==> src/rtl/ifu.sv <==
// rtl/ifu.sv - instruction fetch stage feeding the IF/ID register
// Single-outstanding imem fetch with one skid entry and redirect/stall/flush handling.
module ifu #(
  parameter logic [31:0]            RESET_PC    = 32'h0000_0000,
  parameter int                     INSTR_WIDTH = 32,
  parameter logic [INSTR_WIDTH-1:0] NOP_INSTR   = INSTR_WIDTH'(32'h0000_0013)
) (
  input  logic                   clk_sys,
  input  logic                   rst_sys,
  output logic                   o_imem_req_valid,
  input  logic                   i_imem_req_ready,
  output logic [31:0]            o_imem_addr,
  input  logic                   i_imem_rsp_valid,
  input  logic [INSTR_WIDTH-1:0] i_imem_rsp_data,
  input  logic                   i_redirect,
  input  logic [31:0]            i_redirect_pc,
  input  logic                   i_if2id_stall,
  input  logic                   i_if2id_flush,
  output logic [31:0]            o_pc_d,
  output logic [INSTR_WIDTH-1:0] o_instr_d,
  output logic                   o_instr_vld_d
);

  localparam logic [1:0] S_REQ  = 2'd0;
  localparam logic [1:0] S_WAIT = 2'd1;
  localparam logic [1:0] S_DROP = 2'd2;

  logic [1:0]             r_state;
  logic [31:0]            r_pc;
  logic [31:0]            r_inflight_pc;
  logic                   r_skid_vld;
  logic [31:0]            r_skid_pc;
  logic [INSTR_WIDTH-1:0] r_skid_instr;
  logic [31:0]            r_pc_d;
  logic [INSTR_WIDTH-1:0] r_instr_d;
  logic                   r_vld_d;

  logic w_req_valid;
  logic w_hs;
  logic w_deliver;

  // A full skid means decode already has a backlog, so no new fetch is started.
  assign w_req_valid = ~rst_sys & (r_state == S_REQ) & ~r_skid_vld & ~i_redirect;
  assign w_hs        = w_req_valid & i_imem_req_ready;
  assign w_deliver   = (r_state == S_WAIT) & i_imem_rsp_valid & ~i_redirect;

  assign o_imem_req_valid = w_req_valid;
  assign o_imem_addr      = r_pc;
  assign o_pc_d           = r_pc_d;
  assign o_instr_d        = r_instr_d;
  assign o_instr_vld_d    = r_vld_d;

  always_ff @(posedge clk_sys) begin
    if (rst_sys) begin
      r_state       <= S_REQ;
      r_pc          <= RESET_PC;
      r_inflight_pc <= '0;
    end else if (i_redirect) begin
      r_pc <= i_redirect_pc;
      // An outstanding request whose response has not yet arrived must be swallowed later.
      if ((r_state != S_REQ) && !i_imem_rsp_valid) begin
        r_state <= S_DROP;
      end else begin
        r_state <= S_REQ;
      end
    end else begin
      case (r_state)
        S_REQ: begin
          if (w_hs) begin
            r_inflight_pc <= r_pc;
            r_pc          <= r_pc + 32'd4;
            r_state       <= S_WAIT;
          end
        end
        S_WAIT, S_DROP: begin
          if (i_imem_rsp_valid) begin
            r_state <= S_REQ;
          end
        end
        default: r_state <= S_REQ;
      endcase
    end
  end

  always_ff @(posedge clk_sys) begin
    if (rst_sys) begin
      r_skid_vld   <= 1'b0;
      r_skid_pc    <= '0;
      r_skid_instr <= NOP_INSTR;
      r_pc_d       <= '0;
      r_instr_d    <= NOP_INSTR;
      r_vld_d      <= 1'b0;
    end else begin
      if (i_if2id_flush || i_if2id_stall) begin
        if (i_if2id_flush) begin
          r_vld_d   <= 1'b0;
          r_instr_d <= NOP_INSTR;
        end
        if (w_deliver) begin
          r_skid_vld   <= 1'b1;
          r_skid_pc    <= r_inflight_pc;
          r_skid_instr <= i_imem_rsp_data;
        end
      end else if (r_skid_vld) begin
        r_pc_d     <= r_skid_pc;
        r_instr_d  <= r_skid_instr;
        r_vld_d    <= 1'b1;
        r_skid_vld <= 1'b0;
      end else if (w_deliver) begin
        r_pc_d    <= r_inflight_pc;
        r_instr_d <= i_imem_rsp_data;
        r_vld_d   <= 1'b1;
      end else begin
        r_vld_d   <= 1'b0;
        r_instr_d <= NOP_INSTR;
      end
      if (i_redirect) begin
        r_skid_vld <= 1'b0;
      end
    end
  end

endmodule

==> config.mk <==
export PLATFORM = sky130hd
export DESIGN_NAME = ifu
export DESIGN_NICKNAME = d
export VERILOG_FILES = /design/src/rtl/ifu.sv
export SDC_FILE = /design/constraint.sdc
export NUM_CORES = 1
export LEC_CHECK = 0
export ABC_AREA = 0
export ABC_CLOCK_PERIOD_IN_PS = 2700
export CORE_MARGIN = 2
export CORE_UTILIZATION = 45
export DETAILED_ROUTE_END_ITERATION = 12
export HOLD_SLACK_MARGIN = 0.08
export PLACE_DENSITY = 0.79
export SLEW_MARGIN = 40
export SYNTH_ARGS = -nofsm -noshare
export SYNTH_HDL_FRONTEND = slang
export SYNTH_SLANG_ARGS = --single-unit
==> constraint.sdc <==
create_clock -name clk_sys -period 2.7 [get_ports clk_sys]
set_input_delay 0.405 -clock clk_sys [delete_from_list [all_inputs] [get_ports clk_sys]]
set_output_delay 0.405 -clock clk_sys [all_outputs]
set_load 0.1 [all_outputs]
==> impl_results.md <==
- Prevailing post-synth register cell: sky130_fd_sc_hd__dfxtp_1
- PnR worst setup slack: 0.494 ns
- Endpoints failing hold: 0
- Die height: 139 um
- Buffers on Ports: 168
- Post-synthesis average cell area: 8.57 um2
- Critical Path Max Stage Delay: 0.60 ns
- EDFF count, synth: 0
- Max Cap Violations: 0
- Area after DPL: 9790 um2
- Net count after synthesis: 1024
- Sw frac: 0.265
- Internal power summed over all cells: 4.45 mW
- Critical setup path kind: reg2reg
- Worst min-delay path category: in2reg
- Area of all placed cells without fillers: 10300 um2
- Vias: 7072
- Clock network fraction of design power: 0.385
- Area fraction of the dominant cell type after synthesis: 0.482
- Post-detailed-route via-to-cell ratio: 5.35
- Worst-Margin Slew: 0.584 ns
- Final Max Slew Viols: 0
- First DRT Iteration DRCs: 519
- Overflow after GRT: 0
- Global-route wire length before repair: 33800 um
- Total number of nets in the final design: 1156
- Switching power: 1.60 mW
- Antenna diode instance count: 0
- Worst ir drop on vdd: 424 uV
- Worst-case register-to-register setup slack: 0.49 ns
- Clock latency of the later-clocked register in the worst-skew pair: 0.42 ns
- Clock-pin transition on the worst setup and hold timing paths: 0.07 ns
- Worst Skew: 0.00465 ns
- Floorplan die width: 139 um
- Combinational power share: 0.119
- Req. time, crit path: 3.04 ns
- Status: completed
- FP Rows: 49
- Quantity of gates resized following cts: 0
- HPWL after detailed placement: 14500 um
- Synthesis Warnings: 0
- Number of optimization iterations in the first detailed-route pass: 5
- Post-Synthesis Cell Area: 8140 um2
- Wire length per cell after detailed routing: 15.8 um
- DRC errors left: 0
- Num CTS Buffers: 17
- Area of the die: 19200 um2
- TritonCTS clock tree: built
- Ratio of cells with drive above 1 in the final layout: 0.178
- Number of levels in the clock H-tree: 4
- Post-Synthesis Cells: 950
- Min cycle time layout: 2.21 ns
- Total length of routed wires: 20900 um
- Layout-stage area growth over the synthesis result: 26.8%
- Critical path, cell by cell: ha_1, nand4_1, nor4_1, nand3_1, xor2_1, a211oi_1
- Number of synthesized register bits: 196
- Setup violations, final: 0
- Post-CTS Setup Repair Bufs: 0
- Hold buffers post-CTS: 0
- Fraction of the yosys area taken by sequential cells: 0.482
- Worst Path Buf+Inv: 0
- Maximum number of pins on one net before global-route repair: 63
- Standard cell core area: 17800 um2
- Final weighted congestion of routability-driven global placement: 0.893
- Gr usage total: 0.215
- Fmax: 453 MHz
- Number of nets with antenna violations after detailed routing: 0
- Worst setup slack before clock tree synthesis: 0.265 ns
- Clock Path Buffers: 2
- Number of top-level pins: 169
- Number of antenna violations at the first check in global routing: 0
- Worst-path cell with the longest stage delay: sky130_fd_sc_hd__nor4_1
- Worst path top cell family by delay: simple AND/OR/NAND/NOR gates
- Register share of total power: 0.497
- Ranking of synthesized cells by area: sky130_fd_sc_hd__dfxtp_1, sky130_fd_sc_hd__nand2_1, sky130_fd_sc_hd__a21oi_1
- Share of the clock period used by the worst path after layout: 0.817
- Static leakage: 3.64 nW
- Arr. time, crit path: 2.55 ns
- Pwr dens: 586 nW/um2
- Initial Util: 0.456
- Setup repair after global routing missed its margin: no
- Number of global-route vias before repair: 6470
- Maximum fanout count along the critical path: 8
- Element type at the critical path start: flop
- Root Buffer Master: sky130_fd_sc_hd__clkbuf_16
- Relative slew slack: 0.610
- Number of unique standard cell types used by synthesis: 52
- Cell accounting for the most synthesized area: sky130_fd_sc_hd__dfxtp_1
- Share of synthesized flip-flops with an asynchronous set or reset: 0
- Sink Count: 196
- Kind of end point of the critical path: flop
cells in the final DEF (no fill, tap or decap), types with 7 or more instances in the layout:
cell,netlist,layout
sky130_fd_sc_hd__clkbuf_16,0,18
sky130_fd_sc_hd__buf_4,3,115
sky130_fd_sc_hd__clkinv_2,0,7
sky130_fd_sc_hd__nor2_1,88,88
sky130_fd_sc_hd__nand2_1,209,209
sky130_fd_sc_hd__dfxtp_1,196,193
sky130_fd_sc_hd__mux2i_1,41,41
sky130_fd_sc_hd__clkdlybuf4s50_1,0,69
sky130_fd_sc_hd__xor2_1,15,15
sky130_fd_sc_hd__xnor2_1,12,12
sky130_fd_sc_hd__a21oi_1,115,115
sky130_fd_sc_hd__mux2_2,29,29
sky130_fd_sc_hd__and3_1,9,9
sky130_fd_sc_hd__a22oi_1,29,29
sky130_fd_sc_hd__a211oi_1,42,42
sky130_fd_sc_hd__nand4_1,11,11
sky130_fd_sc_hd__nand3_1,9,9
power groups by stage:
| stage | Clock (mW) | Combinational [mW] | Sequential [mW] |
|---|---|---|---|
| 2_1_floorplan | 0 | 0.230 | 3.31 |
| 3_3_place_gp | 0 | 0.711 | 3.07 |
| 3_5_place_dp | 0 | 0.715 | 3.07 |
| 4_1_cts | 2.36 | 0.718 | 3.00 |
| 5_1_grt | 2.47 | 0.756 | 3.01 |
| 6_report | 2.33 | 0.718 | 3.01 |
sequential cells by signal (all words and copies together), names as in the netlist:
name	cells
r_skid_instr	32
o_pc_d	32
r_state	2
o_instr_d	32
o_imem_addr	32
r_skid_vld	1
r_inflight_pc	32
o_instr_vld_d	1
r_skid_pc	32
layout make-up:
type                            count  area, um2
Inverter                            6       22.5
Clock buffer                       22        485
Timing Repair Buffer              189       1650
Sequential cell                   196       3930
Clock inverter                      9       52.6
Tap cell                          229        287
Multi-Input combinational cell    672       3910
Fill cell                        1566       7510
metrics by stage:
stage               setup TNS, ns   util  power (mW)  instances  hold slack (ns)
global placement                0  0.549        3.78       1292            0.438
CTS                             0  0.579        6.08       1323            0.302
detailed placement              0  0.549        3.79       1292            0.446
finish                          0  0.579        6.05       1323            0.314
global route                    0  0.579        6.24       1323            0.318
floorplan                 -0.0186      -        3.54        950            0.433
cells in the mapped netlist, types with 4 or more instances:
cell,count
sky130_fd_sc_hd__and3_1,9
sky130_fd_sc_hd__mux2_2,29
sky130_fd_sc_hd__nand3_1,9
sky130_fd_sc_hd__buf_2,10
sky130_fd_sc_hd__a21oi_1,115
sky130_fd_sc_hd__nor3_1,7
sky130_fd_sc_hd__a211oi_1,42
sky130_fd_sc_hd__xnor2_1,12
sky130_fd_sc_hd__clkbuf_1,53
sky130_fd_sc_hd__a22oi_1,29
sky130_fd_sc_hd__nand3b_1,5
sky130_fd_sc_hd__nor2_1,88
sky130_fd_sc_hd__nor4_1,4
sky130_fd_sc_hd__inv_1,6
sky130_fd_sc_hd__buf_1,8
sky130_fd_sc_hd__nand4_1,11
sky130_fd_sc_hd__o22ai_1,6
sky130_fd_sc_hd__mux2i_1,41
sky130_fd_sc_hd__xor2_1,15
sky130_fd_sc_hd__dfxtp_1,196
sky130_fd_sc_hd__nand2_1,209
kinds of logic (layout without fill, tap and decap cells):
kind of cell	Yosys count	count (layout)	share of synthesized area
mux	70	70	0.0905
fa+ha+maj	3	3	0.00461
simple gates	368	368	0.199
compound gates	204	204	0.152
xor+xnor	27	27	0.0290
flops	196	196	0.482
buf+inv	82	226	0.0426
per-layer routing:
layer  vias up  share of wire  global-route usage
met5         -              0                   0
met3        43          0.050              0.0357
met2       213           0.45               0.322
met4         0          0.030              0.0908
met1      3285           0.47               0.306
li1       3531              -                   -
final timing paths:
kind,start,to,cells past startpoint
max reg2reg,o_imem_addr[2],o_imem_addr[14],6
min,rst_sys,r_skid_pc[18],2
min reg2reg,r_skid_pc[7],r_skid_pc[7],2
max,o_imem_addr[2],o_imem_addr[14],6
Power figures use the tool's default switching activity.
==> RTL change: new RTL, config.mk and constraints unchanged <==
Change the parameter `INSTR_WIDTH` from 32 to 64.
--- a/src/rtl/ifu.sv
+++ b/src/rtl/ifu.sv
@@ -2,7 +2,7 @@
 // Single-outstanding imem fetch with one skid entry and redirect/stall/flush handling.
 module ifu #(
   parameter logic [31:0]            RESET_PC    = 32'h0000_0000,
-  parameter int                     INSTR_WIDTH = 32,
+  parameter int                     INSTR_WIDTH = 64,
   parameter logic [INSTR_WIDTH-1:0] NOP_INSTR   = INSTR_WIDTH'(32'h0000_0013)
 ) (
   input  logic                   clk_sys,
Interface: changed (resized i_imem_rsp_data and o_instr_d); port bits go from 169 to 233. No check against the original RTL was run, so the function may have changed too.
==> RTL change against the unedited design <==
- design area up 34%
- total power up 41%
- sequential power up 32%
- utilization up 2.8 points
- combinational power up 19%
- die area up 28%
- largest power group unchanged
- routed wire length up 35%
- setup slack worse by 0.054 ns
- largest cell class unchanged
- synthesized cell count up 29%
- register-to-register slack better by 0.05 ns
- sequential cell count up 64
- area after synthesis up 29%
==> RTL change: results (changes against the unedited design) <==
* Metal-1 WL at 12,540 um (was 9777 um)
* XOR/XNOR Fraction of Synth Area at 1.749% (was 2.904%)
* Peak supply drop at 0.3935 mV (was 0.4237 mV)
* Clk sinks at 260 (was 196)
* Clk buf depth at 3 (was 2)
* First-pass GRT wire length at 44,070 um (was 33,760 um)
* Met1 layer usage reported by global route at 29.18% (was 30.65%)
* Clk_lat worst skew at 0.54 ns (was 0.42 ns)
* H-tree depth at 1 (was 4)
* Actual slew at the worst max-slew pin at 0.7969 ns (was 0.5845 ns)
* Post-Route WL at 28,160 um (was 20,930 um)
* Per-cell routed wire length at 16.10 um (was 15.82 um)
* Combinational fraction of design power at 10.0% (was 11.9%)
* Signal buffers at 261 (was 189)
* Clock group share of total power at 43.8% (was 38.5%)
* Adder and majority gate portion of the synthesized area at 0.3569% (was 0.4610%)
* Met2 usage at 36.05% (was 32.20%)
* Clk power at 3.75 mW (was 2.33 mW)
* Status: completed (unchanged)
* Seq area share at 37.66% (was 38.05%)
* Crit path max fanout at 6 (was 8)
* Multi-input gates at 863 (was 672)
* # fillers at 1,932 (was 1,566)
* Synth top cells by count: 277 x nand2_1, 260 x dfxtp_1, 138 x a21oi_1 (was 209 x nand2_1, 196 x dfxtp_1, 115 x a21oi_1)
* Worst hold path endpoint: o_instr_d[4] (was r_skid_pc[18])
* Net Count, Synth at 1,333 (was 1,024)
* Final non-clock buffer share at 17.13% (was 15.93%)
* ClkCell Share at 6.433% (was 5.210%)
* Post-DP Area at 0.01294 sq mm (was 0.009789 sq mm)
* Met2 wire len at 12,970 um (was 9484 um)
* Yosys cell types at 47 (was 52)
* Syn Inst Count at 1,227 (was 950)
* Synth Area in Compound Gates at 15.70% (was 15.20%)
* Vias in the first global route at 8,712 (was 6,470)
* Fraction of standard cell area in multi-input logic at 35.81% (was 37.81%)
* Mux cell area share after synthesis at 10.67% (was 9.050%)
* M3 GR Usage at 3.849% (was 3.568%)
* Layout cells sized above 1 at 19.36% (was 17.82%)
* Inverters at 5 (was 6)
* R2r setup slk at 0.54 ns (was 0.49 ns)
* Worst r2r dst: o_imem_addr[19] (was o_imem_addr[14])
* Min Hold Slack at 0.3640 ns (was 0.3136 ns)
* Multi-input gate area at 0.004952 sq mm (was 0.003905 sq mm)
* Fin nets at 1,523 (was 1,156)
* Leakage at 4.902 nW (was 3.642 nW)
* Reg2Reg Depth at 8 (was 6)
* Largest net degree at the start of global routing at 174 (was 63)
* Psw at 2.128 mW (was 1.603 mW)
* DP Wirelength at 18,320 um (was 14,520 um)
* GP Congestion at 0.8403 (was 0.8926)
* Area growth, synth to finish at 31.50% (was 26.83%)
* Gr usage total at 21.73% (was 21.46%)
* Layout Skew at 0.01451 ns (was 0.004651 ns)
* DRT iter0 DRCs at 776 (was 519)
* # clk buffers at 34 (was 22)
* CTS Buf Count at 26 (was 17)
==> RTL change: changes by cell type after synthesis, sizes merged, moves of 7 or more <==
cell	before	now
nand2	210	277
dfxtp	196	260
mux2	29	65
nor2	88	122
a22oi	29	61
clkbuf	53	83
a21oi	115	138
buf	23	16
nand3	9	16
==> RTL change: critical path, cell delays in order <==
cell and delay, ns:
clkdlybuf4s50_1 0.46, or2_1 0.28, buf_4 0.17, nor3b_2 0.31, buf_12 0.22
==> RTL change: how the worst max path moves through the flow <==
stage / from / end / slack, ns / cells past startpoint
finish: i_redirect / o_imem_req_valid / 0.44 / 5
global route: i_redirect / o_imem_req_valid / 0.39 / 5
CTS: i_redirect / o_imem_req_valid / 0.43 / 5
detailed placement: i_redirect / o_imem_addr[19] / 0.27 / 7
global placement: i_redirect / o_imem_addr[11] / 0.33 / 5
floorplan: o_imem_addr[2] / o_imem_addr[14] / 0.05 / 7
